`src/rtl/cmos_pkg.sv`:
```
// Shared types and constants for the Gluk CMOS port front end.
package cmos_pkg;

    typedef enum logic [1:0] {
        IDLE = 2'd0,
        REQ  = 2'd1,
        HOLD = 2'd2
    } cmos_state_t;

    localparam int          CMOS_SIZE = 240;
    localparam logic [15:0] PORT_ADDR = 16'hDFF7;
    localparam logic [15:0] PORT_DATA = 16'hBFF7;

endpackage

```
`src/rtl/cmos_port_queue.sv`:
```
// Pending-operation slots for the CMOS port: a one-entry write slot, a merged
// read flag, the sticky overrun bit and write-first priority selection.
module cmos_port_queue #(
    parameter bit PREFETCH = 1'b1
) (
    input  logic       zclk,
    input  logic       rst_n,
    input  logic       gluk_en,
    input  logic       wr_addr_stb,
    input  logic       wr_data_stb,
    input  logic [7:0] din,
    input  logic [7:0] addr_reg,
    input  logic       take,
    output logic       sel_valid,
    output logic       sel_rnw,
    output logic [7:0] sel_addr,
    output logic [7:0] sel_data,
    output logic       overrun
);

    logic       pend_wr_reg;
    logic [7:0] pend_wr_addr_reg;
    logic [7:0] pend_wr_data_reg;
    logic       pend_rd_reg;
    logic       overrun_reg;

    always_ff @(posedge zclk or negedge rst_n) begin
        if (!rst_n) begin
            pend_wr_reg      <= 1'b0;
            pend_wr_addr_reg <= 8'h00;
            pend_wr_data_reg <= 8'h00;
            pend_rd_reg      <= 1'b0;
            overrun_reg      <= 1'b0;
        end else begin
            if (take && pend_wr_reg)
                pend_wr_reg <= 1'b0;
            // A full slot drops the new write even if it is being launched now.
            if (gluk_en && wr_data_stb) begin
                if (pend_wr_reg) begin
                    overrun_reg <= 1'b1;
                end else begin
                    pend_wr_reg      <= 1'b1;
                    pend_wr_addr_reg <= addr_reg;
                    pend_wr_data_reg <= din;
                end
            end
            // A new address write re-arms the read even while the old one launches.
            if (!gluk_en)
                pend_rd_reg <= 1'b0;
            else if (PREFETCH && wr_addr_stb)
                pend_rd_reg <= 1'b1;
            else if (take && !pend_wr_reg)
                pend_rd_reg <= 1'b0;
        end
    end

    assign sel_valid = pend_wr_reg | pend_rd_reg;
    assign sel_rnw   = ~pend_wr_reg;
    assign sel_addr  = pend_wr_reg ? pend_wr_addr_reg : addr_reg;
    assign sel_data  = pend_wr_data_reg;
    assign overrun   = overrun_reg;

endmodule

```
`src/rtl/cmos_port.sv`:
```
// Z80-side CMOS port: address register, three-phase request FSM toward the
// CMOS store, and the registered read-back byte.
module cmos_port
    import cmos_pkg::*;
#(
    parameter bit         PREFETCH = 1'b1,
    parameter logic [7:0] RST_DOUT = 8'hFF
) (
    input  logic       zclk,
    input  logic       rst_n,
    input  logic       gluk_en,
    input  logic       wr_addr_stb,
    input  logic       wr_data_stb,
    input  logic [7:0] din,
    output logic [7:0] dout,
    output logic       busy,
    output logic       overrun,
    output logic       cmos_req,
    output logic [7:0] cmos_addr,
    output logic       cmos_rnw,
    output logic [7:0] cmos_write,
    input  logic [7:0] cmos_read
);

    cmos_state_t state_reg, state_next;
    logic [7:0]  addr_reg;
    logic [7:0]  dout_reg;
    logic        cmos_req_reg;
    logic [7:0]  cmos_addr_reg;
    logic        cmos_rnw_reg;
    logic [7:0]  cmos_write_reg;
    logic        take;
    logic        sel_valid;
    logic        sel_rnw;
    logic [7:0]  sel_addr;
    logic [7:0]  sel_data;

    cmos_port_queue #(
        .PREFETCH (PREFETCH)
    ) u_queue (
        .zclk        (zclk),
        .rst_n       (rst_n),
        .gluk_en     (gluk_en),
        .wr_addr_stb (wr_addr_stb),
        .wr_data_stb (wr_data_stb),
        .din         (din),
        .addr_reg    (addr_reg),
        .take        (take),
        .sel_valid   (sel_valid),
        .sel_rnw     (sel_rnw),
        .sel_addr    (sel_addr),
        .sel_data    (sel_data),
        .overrun     (overrun)
    );

    always_comb begin
        state_next = state_reg;
        take       = 1'b0;
        unique case (state_reg)
            IDLE: begin
                if (sel_valid) begin
                    take       = 1'b1;
                    state_next = REQ;
                end
            end
            REQ:     state_next = HOLD;
            HOLD:    state_next = IDLE;
            default: state_next = IDLE;
        endcase
    end

    always_ff @(posedge zclk or negedge rst_n) begin
        if (!rst_n) begin
            state_reg      <= IDLE;
            addr_reg       <= 8'h00;
            dout_reg       <= RST_DOUT;
            cmos_req_reg   <= 1'b0;
            cmos_addr_reg  <= 8'h00;
            cmos_rnw_reg   <= 1'b1;
            cmos_write_reg <= 8'h00;
        end else begin
            state_reg    <= state_next;
            cmos_req_reg <= take;
            if (gluk_en && wr_addr_stb)
                addr_reg <= din;
            // cmos_* only change at launch, so they stay stable through REQ and HOLD.
            if (take) begin
                cmos_addr_reg <= sel_addr;
                cmos_rnw_reg  <= sel_rnw;
                if (!sel_rnw)
                    cmos_write_reg <= sel_data;
            end
            if (!gluk_en)
                dout_reg <= RST_DOUT;
            else if (state_reg == HOLD) begin
                if (cmos_rnw_reg)
                    dout_reg <= cmos_read;
                else if (cmos_addr_reg == addr_reg)
                    dout_reg <= cmos_write_reg;
            end
        end
    end

    assign dout       = dout_reg;
    assign busy       = (state_reg != IDLE) | sel_valid;
    assign cmos_req   = cmos_req_reg;
    assign cmos_addr  = cmos_addr_reg;
    assign cmos_rnw   = cmos_rnw_reg;
    assign cmos_write = cmos_write_reg;

endmodule

```
`config.mk`:
```
export PLATFORM = sky130hd
export DESIGN_NAME = cmos_port
export DESIGN_NICKNAME = d
export VERILOG_FILES = /design/src/rtl/cmos_pkg.sv /design/src/rtl/cmos_port_queue.sv /design/src/rtl/cmos_port.sv
export SDC_FILE = /design/constraint.sdc
export NUM_CORES = 1
export LEC_CHECK = 0
export CORE_AREA = 3 3 100 54
export CTS_CLUSTER_DIAMETER = 30
export DETAILED_ROUTE_END_ITERATION = 8
export DIE_AREA = 0 0 103 57
export MAX_ROUTING_LAYER = met4
export PLACE_DENSITY = 0.77
export SYNTH_ARGS = -nofsm -noshare
export SYNTH_HDL_FRONTEND = slang
export SYNTH_SLANG_ARGS = --single-unit
```
`constraint.sdc`:
```
create_clock -name zclk -period 3.99 [get_ports zclk]
set_input_delay 0.798 -clock zclk [delete_from_list [all_inputs] [get_ports zclk]]
set_output_delay 0.798 -clock zclk [all_outputs]
set_load 0.05 [all_outputs]
```
* Word-level counts from Yosys, hierarchy flattened
Index checks and enable logic that the tools add are counted.
Widths: inputs -> output; s select.
** Word-level totals
- Register bits :: 55
- Latch bits :: 0
- Bits in writable memories :: 0
- ROM bits :: 0
- Output and inout bits :: 28
- Word-level logic and storage cells :: 48
- Memories kept :: 0
** Cells by class
- Add/subtract/negate cells :: 0
- Multipliers :: 0
- Div/mod/pow operators :: 0
- Magnitude comparators :: 0
- Equal/unequal tests :: 7
- Shifts and indexed selects :: 0
- Muxes and demuxes :: 15
- Bitwise operators :: 3
- Reduce and logical (&&, ||, !) cells :: 11
** Operators by type and width (number)
- $mux 8 :: 5
- $eq 8x8->1 :: 1
- $mux 1 :: 8
- $reduce_and 2->1 :: 4
- $ne 3x1->1 const B :: 2
- $logic_and 1x1->1 :: 4
- $pmux 2 s2 :: 1
- $eq 2x1->1 const B :: 1
- $eq 2x2->1 const B :: 1
- $logic_not 2->1 :: 1
- $mux 2 :: 1
- $ne 2x1->1 const B :: 1
- $ne 2x2->1 const B :: 1
- $or 1x1->1 :: 2
- $reduce_bool 2->1 :: 1
- $logic_not 1->1 :: 1
- $not 1->1 :: 1

* Logic depth before layout (Yosys ltp)
- Depth in word-level cells :: 7
- Gate-level depth with buffers :: 5
- Depth with buffers taken out :: 5

* Hierarchy
Synthesis repeated with hierarchy kept, for this count alone.
** Unflattened totals
- Cells, all modules :: 162
- Area, all modules :: 2429.8 µm²
** Modules (own cells, without submodules)
- cmos_port :: instances 1, cells an instance 110, area each 1577.8 µm², seq. area each 912.1 µm²
- cmos_port_queue :: instances 1, cells an instance 52, area each 852.1 µm², seq. area each 475.5 µm²

* Worst setup path before layout
No wires, ideal clock.
- Path type :: register -> output
- Start point :: register u_queue.pend_wr_reg
- End point :: output port busy
- Arrival time :: 974 ps
- Path slack :: 2218 ps
- Stages on the path, launching flop included :: 3
- Buffers on the path :: 0
- Cells stage by stage :: dfrtp_1 nor2_1 nand2_1
** Between the ends
- Word-level cells in the longest chain between the ends :: 2
** RTL lines
- start: declaration :: line cmos_port_queue.sv:21 : logic pend_wr_reg;
- start signal: assignment :: line cmos_port_queue.sv:29 : pend_wr_reg <= 1'b0;
- start signal: assignment :: line cmos_port_queue.sv:36 : pend_wr_reg <= 1'b0;
- start signal: assignment :: line cmos_port_queue.sv:42 : pend_wr_reg <= 1'b1;
- $or 1x1->1 :: line cmos_port_queue.sv:57 : assign sel_valid = pend_wr_reg | pend_rd_reg;
- $or 1x1->1 :: line cmos_port.sv:105 : assign busy = (state_reg != IDLE) | sel_valid;
- end: declaration :: line cmos_port.sv:16 : output logic busy,
No other way between the ends.

* Final worst setup path
Same ends and word-level chain as after synthesis.

==> key figures <==
Global route
  – Initial antenna violation count: 0
  – Largest net degree at the start of global routing: 38
  – Vias in the first global route: 1496
  – First-pass GRT wire length: 7630 um
  – Grt ovf: 0
  – Global-route usage over all layers: 0.178

Critical path
  – Flop2flop setup slack: 2150 ps
  – Crit-path cells: nor2_1, nand2_1, clkdlybuf4s50_1
  – WP data arrival: 2180 ps
  – CP max-delay cell: clkdlybuf4s50_1
  – Max FO, Critical Path: 14
  – Crit Path Class: reg2out
  – Required @ worst endpoint: 3190 ps
  – Reg-to-reg startpoint: u_queue.pend_wr_reg$_DFF_PN0_
  – Worst R2R Path Depth: 4
  – Crit path launch: u_queue.pend_wr_reg$_DFF_PN0_
  – Critical path endpoint category: output pin
  – Startpoint type of the worst setup path: flip-flop
  – CP Capture Point: busy
  – Slowest stage delay, CP: 800 ps
  – Worst R2R End: cmos_addr[6]$_DFFE_PN0P_

Clock network
  – Total CTS buffers: 5
  – Post-cts resize count: 0
  – Post-CTS setup buffers: 0
  – # hold bufs at CTS: 0
  – Maximum buffer depth of the clock tree: 2
  – CTS tree: done
  – CTS Root Buffer Type: clkbuf_8
  – H-tree lvl count: 2
  – Worst skew pair latency: 300 ps
  – Clock transition at path regs: 100 ps
  – Sink Count: 55

Worst hold path
  – Worst Hold Class: reg2reg

Cells and area
  – Layout filler cell count: 352
  – Layout cell share with drive strength beyond 1: 0.211
  – Syn-to-layout area delta: 24.2%
  – Fin util: 0.671
  – Final #Nets: 243
  – # diodes: 0

Logic synthesis
  – Syn Nets: 193
  – Mapped Cells: 172
  – Top-area cell type share of the netlist area: 0.477
  – Yosys cell types: 29
  – Synth area leaders: dfrtp_1 48%, dfstp_2 9.8%, mux2_1 7.9%
  – Mapped Area: 2410 um2
  – Syn Area/Cell: 14.0 um2
  – Synth Register Bits: 55
  – Yosys warnings: 0
  – Post-synthesis sequential area ratio: 0.575
  – Leading area contributor after synthesis: dfrtp_1

Routing
  – Post-DRT Antenna Nets: 0
  – WL final: 4570 um
  – Wire per inst: 16.3 um
  – Drt drc: 0
  – Pre-Repair DR Iteration Count: 4
  – Vias after detailed routing: 1445
  – Iteration-0 DRC count of the detailed router: 33
  – Avg Vias per Cell: 5.16

Timing
  – Fmax: 335 MHz
  – Setup TNS: 0 ps
  – Slew margin rel.: 0.453
  – Clock Skews: 10.0 ps
  – Final setup vio count: 0
  – Slew @ Worst Pin: 821 ps
  – Final worst path period share: 0.747
  – Pins Over Slew Limit: 0
  – Final Hold Fails: 0
  – Min Tclk post-route: 2980 ps
  – Unrepaired setup endpoints after global routing: false

Die
  – Die height: 57 um
  – DIE AREA: 5870 um2
  – IO Count: 49
  – Row Count: 17
  – Initial Utilization: 0.540
  – DIE WIDTH: 103 um
  – Core area: 4470 um2

Power and ir drop
  – Leak Pwr: 0.00127 uW
  – Internal power: 1490 uW
  – Peak VDD IR: 0.395 mV
  – Clk pwr share: 0.111
  – Net Switching: 1140 uW
  – Tot Pwr: 2640 uW
  – Sequential share of power: 0.394
  – Power density over the cells: 880 nW/um2
  – Switching share of power: 0.433
  – Combinational power share: 0.496

Flow run
  – Max_cap viols: 0

Placement
  – Hpwl dp: 3340 um
  – Input/output buffers: 48
  – GP Congestion: 0.827

Outcome
  – Outcome: finished, final reports clean
worst min-delay path by stage:
stage                                    startpoint                           to  slack [ps]  cells after the start
global route            u_queue.overrun$_DFFE_PN0P_  u_queue.overrun$_DFFE_PN0P_         510                      1
floorplan           u_queue.sel_data[6]$_DFFE_PN0P_    cmos_write[6]$_DFFE_PN0P_         460                      1
global placement        u_queue.overrun$_DFFE_PN0P_  u_queue.overrun$_DFFE_PN0P_         460                      1
finish                  u_queue.overrun$_DFFE_PN0P_  u_queue.overrun$_DFFE_PN0P_         480                      1
detailed placement      u_queue.overrun$_DFFE_PN0P_  u_queue.overrun$_DFFE_PN0P_         460                      1
CTS                     u_queue.overrun$_DFFE_PN0P_  u_queue.overrun$_DFFE_PN0P_         480                      1
placed cells by master, fill, tap and decap left out, types with 2 or more instances in the layout:
cell             instances
a21oi_1                  9
mux2_1                  17
mux2_4                   8
clkbuf_1                 2
dfrtp_1                 46
and2b_1                  2
nor2_1                  10
nand4_1                  2
clkbuf_8                 5
clkdlybuf4s50_1         47
nand2_1                 11
mux2i_1                 16
dfstp_2                  9
xnor2_1                  7
mux2_2                  15
synthesized netlist by cell type:
| library cell | number |
|---|---|
| o21a_1 | 1 |
| o21ai_0 | 1 |
| nand2_4 | 1 |
| a21oi_1 | 9 |
| xnor2_2 | 1 |
| buf_8 | 1 |
| nor2_1 | 10 |
| dfstp_2 | 9 |
| dfrtp_1 | 46 |
| o31a_1 | 1 |
| and2b_1 | 2 |
| nand2_1 | 11 |
| nor3_4 | 1 |
| buf_6 | 2 |
| nor2_2 | 1 |
| o21ai_1 | 1 |
| mux2i_1 | 16 |
| mux2_1 | 17 |
| nand4_1 | 2 |
| and2_1 | 1 |
| inv_1 | 1 |
| a31o_2 | 1 |
| mux2_4 | 8 |
| o21ai_2 | 1 |
| nor3_1 | 1 |
| nand3b_2 | 1 |
| mux2_2 | 15 |
| buf_2 | 3 |
| xnor2_1 | 7 |
area by class of cell:
type                       count  area (um2)  share of cell area
inverter                       1        3.75             0.00125
clock buffer                   7        76.3              0.0255
clock inverter                 1        5.00             0.00167
tap                           57        71.3              0.0238
sequential                    55        1390               0.463
timing repair buffer          49         483               0.161
multi-input combinational    110         970               0.324
power groups by stage:
stage               clock (uW)  combinational, uW  sequential [uW]
detailed placement           0               1320             1050
global placement             0               1300             1040
CTS                        302               1320             1040
floorplan                    0                551             1430
finish                     292               1310             1040
global route               331               1390             1080
worst max-delay path, delay by kind of cell, from the launching register on:
kind,cells,cell delay [ps]
flops,1,750
buf+inv,1,800
simple gates,2,320
logic make-up (layout without fill, tap and decap cells):
logic type             count (synthesis)  in the layout  share of synthesized area
AO/OA/AOI/OAI                         15             15                     0.0368
XOR/XNOR                               8              8                     0.0321
buffers and inverters                  7             58                     0.0233
flip-flops                            55             55                      0.575
multiplexers                          56             56                      0.265
AND/OR/NAND/NOR                       31             31                     0.0674
metal layers:
metal,vias to the layer above,track usage,share of wire
met4,0,0.0498,0.012
li1,699,-,-
met2,28,0.262,0.45
met5,-,-,0
met1,714,0.250,0.50
met3,4,0.0403,0.037
per-stage QoR:
step | setup WS [ps] | cells | hold WS (ps) | instance area [um2]
global route | 908 | 280 | 505 | 3000
CTS | 1010 | 280 | 483 | 3000
finish | 1010 | 280 | 478 | 3000
detailed placement | 1340 | 272 | 457 | 2920
floorplan | 2220 | 172 | 459 | 2410
global placement | 1380 | 272 | 458 | 2920
Note: power is estimated with default switching activity, not from simulation.
